$ cat src/rtl/seg7_scan_capture.sv
// Recovers BCD digits from a multiplexed, active-low 7-segment display bus.
// Latency 2+STABLE_CYCLES clocks from a steady input to outputs; no backpressure, every qualified pattern is taken.
// Strobe ghosting is filtered by requiring STABLE_CYCLES identical samples before a capture.
module seg7_scan_capture #(
  parameter int NUM_DIGITS    = 4,
  parameter int STABLE_CYCLES = 8
) (
  input  logic                    clock,
  input  logic                    reset,
  input  logic [6:0]              segments_n,
  input  logic [NUM_DIGITS-1:0]   digit_n,
  output logic [4*NUM_DIGITS-1:0] values,
  output logic [NUM_DIGITS-1:0]   blank,
  output logic                    frame_valid,
  output logic                    error,
  output logic [2:0]              error_digit
);

  localparam int          SW      = 7 + NUM_DIGITS;
  localparam logic [7:0]  CNT_MAX = 8'(STABLE_CYCLES);
  localparam logic [7:0]  CNT_HIT = 8'(STABLE_CYCLES - 2);

  typedef struct packed {
    logic       legal;
    logic       is_blank;
    logic [3:0] digit;
  } glyph_t;

  function automatic glyph_t decode_glyph(input logic [6:0] seg);
    glyph_t g;
    g = '{legal: 1'b1, is_blank: 1'b0, digit: 4'd0};
    case (seg)
      7'b1000000: g.digit = 4'd0;
      7'b1111001: g.digit = 4'd1;
      7'b0100100: g.digit = 4'd2;
      7'b0110000: g.digit = 4'd3;
      7'b0011001: g.digit = 4'd4;
      7'b0010010: g.digit = 4'd5;
      7'b0000010: g.digit = 4'd6;
      7'b1111000: g.digit = 4'd7;
      7'b0000000: g.digit = 4'd8;
      7'b0010000: g.digit = 4'd9;
      7'b1111111: begin
        g.legal    = 1'b0;
        g.is_blank = 1'b1;
      end
      default:    g.legal = 1'b0;
    endcase
    return g;
  endfunction

  // Two-flop synchronizer; prev holds the sample before samp for change detection.
  logic [SW-1:0] sync1;
  logic [SW-1:0] samp;
  logic [SW-1:0] prev;

  always_ff @(posedge clock) begin
    if (reset) begin
      sync1 <= '1;
      samp  <= '1;
      prev  <= '1;
    end else begin
      sync1 <= {segments_n, digit_n};
      samp  <= sync1;
      prev  <= samp;
    end
  end

  logic [6:0]            seg_s;
  logic [NUM_DIGITS-1:0] sel_oh;
  logic [3:0]            sel_cnt;
  logic [2:0]            sel_idx;
  logic                  sel_valid;
  logic                  changed;

  assign seg_s     = samp[SW-1:NUM_DIGITS];
  assign sel_oh    = ~samp[NUM_DIGITS-1:0];
  assign sel_valid = (sel_cnt == 4'd1);
  assign changed   = (samp != prev);

  always_comb begin
    sel_cnt = '0;
    sel_idx = '0;
    for (int i = 0; i < NUM_DIGITS; i++) begin
      if (sel_oh[i]) begin
        sel_cnt = sel_cnt + 4'd1;
        sel_idx = 3'(i);
      end
    end
  end

  logic [7:0] cnt;
  logic       captured;
  logic       cap_evt;

  assign cap_evt = sel_valid && !changed && !captured && (cnt == CNT_HIT);

  always_ff @(posedge clock) begin
    if (reset) begin
      cnt      <= '0;
      captured <= 1'b0;
    end else if (!sel_valid || changed) begin
      cnt      <= '0;
      captured <= 1'b0;
    end else begin
      if (cnt != CNT_MAX) cnt <= cnt + 8'd1;
      if (cap_evt) captured <= 1'b1;
    end
  end

  glyph_t                glyph;
  logic [NUM_DIGITS-1:0] seen;
  logic [NUM_DIGITS-1:0] seen_nxt;
  logic                  frame_ready;
  logic                  take;

  assign glyph       = decode_glyph(seg_s);
  assign frame_ready = &seen;
  assign take        = cap_evt && (glyph.legal || glyph.is_blank);

  // The frame clear and a same-cycle capture merge so that capture is not lost.
  always_comb begin
    seen_nxt = frame_ready ? '0 : seen;
    if (take) seen_nxt = seen_nxt | sel_oh;
  end

  always_ff @(posedge clock) begin
    if (reset) begin
      values      <= '0;
      blank       <= '1;
      seen        <= '0;
      frame_valid <= 1'b0;
      error       <= 1'b0;
      error_digit <= '0;
    end else begin
      seen        <= seen_nxt;
      frame_valid <= frame_ready;
      error       <= 1'b0;
      if (cap_evt) begin
        if (glyph.legal) begin
          blank <= blank & ~sel_oh;
          for (int i = 0; i < NUM_DIGITS; i++) begin
            if (sel_oh[i]) values[4*i +: 4] <= glyph.digit;
          end
        end else if (glyph.is_blank) begin
          blank <= blank | sel_oh;
        end else begin
          error       <= 1'b1;
          error_digit <= sel_idx;
        end
      end
    end
  end

endmodule

$ cat config.mk
export PLATFORM = sky130hd
export DESIGN_NAME = seg7_scan_capture
export DESIGN_NICKNAME = d
export VERILOG_FILES = /design/src/rtl/seg7_scan_capture.sv
export SDC_FILE = /design/constraint.sdc
export NUM_CORES = 1
export LEC_CHECK = 0
export BUFFER_PORTS_ARGS = -buffer_cell sky130_fd_sc_hd__buf_2
export CORE_ASPECT_RATIO = 0.9
export CORE_MARGIN = 4
export CORE_UTILIZATION = 52
export DETAILED_ROUTE_END_ITERATION = 10
export PLACE_DENSITY = 0.75
export SETUP_SLACK_MARGIN = 0.15
export SLEW_MARGIN = 10
export SYNTH_ARGS = -nofsm -noshare
export SYNTH_HDL_FRONTEND = slang
export SYNTH_SLANG_ARGS = --single-unit
$ cat constraint.sdc
create_clock -name clock -period 2.3 [get_ports clock]
set_input_delay 0.575 -clock clock [delete_from_list [all_inputs] [get_ports clock]]
set_output_delay 0.575 -clock clock [all_outputs]
set_load 0.01 [all_outputs]
==> reports/results.txt, run 1 <==
Post-synth ARST share - 0
Synth cell count leaders - 70 x dfxtp_1, 35 x or2_2, 17 x mux2i_1, 16 x xnor2_1, 15 x nor2_1
Status - complete, no violations
Global-route wire length before repair - 9300 µm
PwrDens - 615 nW/µm²
Finished Cell Area - 3760 µm²
# H-tree levels - 3
Mapped Avg Cell Area - 10.8 µm²
Non-filler cells, final - 414
Post-synthesis cell type count - 51
GRT Total Usage - 0.162
Core area - 5790 µm²
# diodes - 0
Arrival time worst endpoint - 2470 ps
Storage cell area - 1410 µm²
Rows - 26
Reg clk slew, reported paths - 60 ps
Count leader, synth - dfxtp_1
CTS sink cnt - 70
Post-Syn Instances - 294
Kind of critical path - reg2reg
Insertion delay to the later sink of the worst-skew pair - 350 ps
Fillers - 462
Gr ovfl total - 0
Root Driver - clkbuf_8
Syn nets - 313
Post-route ant nets - 0
Starting Density - 0.548
Hold violation total from the final report - 0
Drt drc - 0
Placed Area - 3460 µm²
Startpoint Class - register
Initial DRC Count - 64
Die area - 7410 µm²
Finish-stage setup viols - 0
Required @ worst endpoint - 2510 ps
Max_cap viols - 0
Die H - 82.1 µm
Final WL - 5520 µm
CTS buffer count - 9
Number of global-route vias before repair - 2044
Max Fclk - 443 MHz
Per-cell routed wire length - 13.3 µm
CTS tree - built
Maximum vdd drop - 0.585 mV
CTS max path bufs - 2
Synth warn - 0
Crit-path max FO - 6
Vias/cell - 5.10
Fin crit share - 0.981
Initial antenna violation count - 0
Synth top area cells - dfxtp_1 44%, or2_2 6.9%, mux2i_1 5.4%
Worst min path class - reg2reg
RSZ-0062 raised after global routing - true
Worst setup margin - 44.5 ps
Post-Place Worst Slack - -152 ps
Area of the multi-input gates - 1710 µm²
Dominant synthesized flop cell - dfxtp_1
Synth top area share - 0.442
PortBufs - 36
Post-synth EDFFs - 0
Final Max Slew Viols - 0
Area grow syn2layout - 18.6%
Largest net degree at the start of global routing - 34
Routed vias - 2111
Post-synthesis register bit count - 70
Routability cong. - 0.771
Area leader, netlist - dfxtp_1
Sequential area share after synthesis - 0.442
Clock skew - 6.55 ps
I/O pins - 38
Layout cell share with drive strength beyond 1 - 0.451
DRT Pass-1 Iters - 4
P_leak - 0.00152 µW
Die span in x - 90.3 µm
Post-synthesis cell area - 3170 µm²
Fin crit period - 2260 ps
Post-placement cell count - 396
Hpwl dp - 3800 µm
CP endpoint kind - register
Fin nets - 360
## metrics by stage
stage | TNS [ps] | util | total power [µW] | hold slack [ps]
after floorplan | 0 | - | 1400 | 389
after global placement | -1710 | 0.597 | 1430 | 391
after detailed placement | -2740 | 0.597 | 1440 | 393
after CTS | 0 | 0.645 | 2340 | 394
after global routing | -173 | 0.649 | 2420 | 397
final | 0 | 0.649 | 2310 | 407
## critical path: stages (launching register included)
cell and delay, ps:
dfxtp_4 370, inv_4 40, ha_4 250, xnor2_4 170
ha_4 220, or3_4 410, a211oi_4 290, o311ai_4 210
mux2i_1 160
## state kept, by name, indices dropped and copies added, names as in the netlist, named ones only
name / flops
frame_valid: 1
cnt: 8
error: 1
error_digit: 2
prev: 11
samp: 11
sync1: 11
seen: 4
captured: 1
values: 16
## power breakdown
group	switching, µW	internal [µW]	total (µW)
sequential	25.3	1230	1260
combinational	86.0	99.1	185
clock	403	466	868
## cell families (layout without fill, tap and decap cells)
kind of cell / count (synthesis) / in the layout / share of synthesized area
AND/OR/NAND/NOR: 119 / 119 / 0.246
flip-flops: 70 / 70 / 0.442
AO/OA/AOI/OAI: 32 / 32 / 0.111
buffers and inverters: 25 / 75 / 0.0517
XOR/XNOR: 22 / 22 / 0.0631
multiplexers: 19 / 19 / 0.0608
adder cells (fa/ha/maj): 6 / 6 / 0.0237
other: 1 / 1 / 0.00118
## timing repair
item / in CTS / in global routing
pin swaps: 11 / 7
setup endpoints to repair: 33 / 36
resized for setup: 10 / 7
cloned: 1 / 0
hold buffers: 0 / 0
buffers inserted: 3 / 0
## worst paths after layout
kind                                                 to  cells past startpoint  slack (ps)                start
worst max-delay path            values[10]$_SDFFE_PP0P_                      8          40   samp[0]$_SDFF_PP1_
worst min register to register       samp[6]$_SDFF_PP1_                      1         410  sync1[6]$_SDFF_PP1_
worst max register to register  values[10]$_SDFFE_PP0P_                      8          40   samp[0]$_SDFF_PP1_
worst min-delay path                 samp[6]$_SDFF_PP1_                      1         410  sync1[6]$_SDFF_PP1_
## area by class of cell
type / count / share of cell area
multi-input cells: 199 / 0.454
flip-flops and latches: 70 / 0.375
clock inverters: 1 / 0.00133
well taps: 70 / 0.0233
inverters: 6 / 0.00732
repair buffers: 55 / 0.0945
clock buffers: 13 / 0.0449
## cells in the final DEF (no fill, tap or decap), drive strengths merged, types with 6 or more instances in the layout
cell type,synthesis,layout
xnor2,17,17
nand2,11,11
a21oi,8,8
inv,6,6
ha,6,6
nor2,15,15
mux2i,17,17
or2b,13,13
clkbuf,6,13
buf,12,55
nor3,6,6
nand3,9,9
dfxtp,70,70
or2,35,35
## routing by layer
layer | vias up | wire [µm] | GRT usage
met3 | 13 | 266 | 0.0495
met2 | 49 | 2450 | 0.257
met1 | 963 | 2670 | 0.194
met5 | - | 0 | 0
met4 | 0 | 131 | 0.106
li1 | 1086 | - | -
Power figures use the tool's default switching activity.
==> inputs of run 2 (changes only) <==
--- a/config.mk
+++ b/config.mk
@@ -7,10 +7,10 @@
 export LEC_CHECK = 0
 export BUFFER_PORTS_ARGS = -buffer_cell sky130_fd_sc_hd__buf_2
 export CORE_ASPECT_RATIO = 0.9
-export CORE_MARGIN = 4
-export CORE_UTILIZATION = 52
+export CORE_MARGIN = 2
+export CORE_UTILIZATION = 62
 export DETAILED_ROUTE_END_ITERATION = 10
-export PLACE_DENSITY = 0.75
+export PLACE_DENSITY = 0.84
 export SETUP_SLACK_MARGIN = 0.15
 export SLEW_MARGIN = 10
 export SYNTH_ARGS = -nofsm -noshare
==> constraint.sdc (replaced) <==
create_clock -name clock -period 2.64 [get_ports clock]
set_input_delay 0.66 -clock clock [delete_from_list [all_inputs] [get_ports clock]]
set_output_delay 0.66 -clock clock [all_outputs]
set_load 0.01 [all_outputs]
==> run 2 against run 1 <==
Clock power shrank 13%. Setup slack better by 200 ps. Hold slack worse by 3.2 ps. Register-to-register slack better by 200 ps. Clock-buffer cell count unchanged. Power is 15% lower. Design area down 5.2%. Maximum frequency down 6.0%. Die area down 23%. Sequential power is 13% lower. Routed wire length fell by 8.4%. Non-clock buffer count down 9. Critical path type unchanged. Highest routed layer unchanged.
==> reports/results.txt, run 2 (same netlist as run 1, synthesis figures left out) <==
Worst min path class - reg2reg
Leading cell type in the layout, fill and taps excluded - dfxtp_1
Insertion delay to the later sink of the worst-skew pair - 340 ps (about the same)
Initial antenna violation count - 0 (unchanged)
Routed vias - 2087 (-1.1%)
Post-layout util - 0.728 (+0.0787)
CTS Hold Bufs - 0 (unchanged)
Gr ovfl total - 0 (unchanged)
Clock Power Share - 0.380 (+0.005)
PortBufs - 36 (unchanged)
PwrDens - 555 nW/µm² (-9.8%)
Per-cell routed wire length - 12.6 µm (-5.2%)
Fin nets - 351 (-2.5%)
Die span in x - 79.4 µm (-12%)
Global-route wire length before repair - 8700 µm (-6.5%)
GRT Total Usage - 0.198 (+0.0364)
Status - complete, no violations
Hpwl dp - 3620 µm (-4.8%)
CTS max path bufs - 2 (unchanged)
Final WL - 5060 µm (-8.4%)
Int Pwr - 1550 µW (-14%)
# diodes - 0 (unchanged)
Die area - 5700 µm² (-23%)
Startpoint of the worst hold path - sync1[3]$_SDFF_PP1_
Commonest cells after routing, fill and taps aside - 68 x dfxtp_1, 36 x buf_2, 35 x or2_2, 17 x mux2i_1, 16 x xnor2_1
Kind of critical path - reg2reg
I/O pins - 38 (unchanged)
Area grow syn2layout - 12.4%
Core area - 4890 µm² (-15%)
Slew @ Worst Pin - 888 ps
Max transition margin - 0.408
CTS buffer count - 9 (unchanged)
Rows - 24 (-7.7%)
Arrival time worst endpoint - 2620 ps (+150 ps)
CTS sink cnt - 70 (unchanged)
Fin crit period - 2400 ps (+145 ps)
Sw Ratio - 0.217 (-0.00513)
# H-tree levels - 3 (unchanged)
Maximum vdd drop - 0.398 mV (-32%)
Startpoint Class - register
Fillers - 346 (-25%)
CTS tree - built
Combinational power share - 0.065 (-0.015)
DRT Pass-1 Iters - 4 (unchanged)
Sequential Power Share - 0.555 (+0.010)
Clock skew - 6.44 ps (-0.106 ps)
Reg clk slew, reported paths - 60 ps (about the same)
Root Driver - clkbuf_8
Starting Density - 0.648 (+0.100)
Finish-stage setup viols - 0 (unchanged)
Initial DRC Count - 66 (+3.1%)
CP endpoint kind - register
Crit. Startpoint - samp[1]$_SDFF_PP1_
Fin Setup TNS - 0 ps (unchanged)
Largest net degree at the start of global routing - 33 (-2.9%)
P_leak - 0.00146 µW (-4.0%)
Number of global-route vias before repair - 1949 (-4.6%)
RSZ-0062 raised after global routing - true
Crit-path max FO - 6 (unchanged)
Drt drc - 0 (unchanged)
Max_cap viols - 0 (unchanged)
Layout cell share with drive strength beyond 1 - 0.397 (-0.0536)
Final Max Slew Viols - 0 (unchanged)
Biggest register - values
Fin crit share - 0.909 (-0.0714)
Die H - 71.8 µm (-12%)
Required @ worst endpoint - 2860 ps (+350 ps)
P_sw - 429 µW (-16%)
Routability cong. - 0.806 (+4.5%)
Max Fclk - 417 MHz (-6.0%)
Worst r2r src - samp[1]$_SDFF_PP1_
Hold violation total from the final report - 0 (unchanged)
Post-route ant nets - 0 (unchanged)
Vias/cell - 5.22 (+2.3%)
Max reg flops - 16 (unchanged)
run 2: changes by cell type in the layout (fill, tap and decap cells not counted), moves of 2 or more:
cell / change
dfxtp_4: -2
nor2_2: -3
mux2_1: +2
ha_4: -2
ha_1: +2
inv_1: +2
nand4bb_4: -2
inv_4: -2
mux2_4: -2
buf_4: -8
nor2_1: +3
run 2: worst paths after layout:
kind,endpoint,slack [ps],cells after the start
worst max register to register,register,240,8
worst max-delay path,register,240,8
worst min register to register,samp[3]$_SDFF_PP1_,400,1
worst min-delay path,samp[3]$_SDFF_PP1_,400,1
run 2: timing repair:
action                                  CTS  global route
buffers inserted                          0             4
resized for setup                         1             1
endpoints found under the setup margin   23            25
gates cloned                              0             0
pin swaps                                 0             8
run 2: power by group through the flow:
stage | sequential, µW | combinational, µW | clock [µW]
6_report | 1100 | 129 | 752
3_3_place_gp | 1120 | 116 | 0
5_1_grt | 1100 | 142 | 826
2_1_floorplan | 1110 | 113 | 0
4_1_cts | 1100 | 121 | 781
3_5_place_dp | 1120 | 120 | 0
run 2: critical path: stages, from the launching register on:
cell       delay, ps
dfxtp_2          320
inv_1             50
ha_1             320
xnor2_2          170
ha_1             300
or3_4            440
a211oi_4         290
o311ai_4         210
a2bb2oi_1        180
run 2: metal layers:
| layer | up-vias | track usage | share of wire |
|---|---|---|---|
| li1 | 1072 | - | - |
| met1 | 964 | 0.247 | 0.47 |
| met2 | 42 | 0.310 | 0.47 |
| met3 | 9 | 0.0705 | 0.046 |
| met4 | 0 | 0.0939 | 0.017 |
| met5 | - | 0 | 0 |
run 2: metrics by stage:
stage / total power [µW] / setup slack, ps / std cells / hold slack, ps / cell area, µm²
3_5_place_dp: 1240 / 95.9 / 382 / 392 / 3350
6_report: 1980 / 240 / 400 / 404 / 3560
2_1_floorplan: 1220 / 204 / 294 / 389 / 3170
3_3_place_gp: 1240 / 153 / 382 / 391 / 3350
5_1_grt: 2070 / 135 / 400 / 416 / 3560
4_1_cts: 2000 / 189 / 396 / 403 / 3530
run 2: cell type report:
class	count	area, µm²	area share
clock buffer	13	169	0.0474
clock inverter	1	5.00	0.00140
inverter	6	22.5	0.00632
multi-input combinational	199	1610	0.453
sequential	70	1400	0.394
tap	65	81.3	0.0228
timing repair buffer	46	268	0.0751
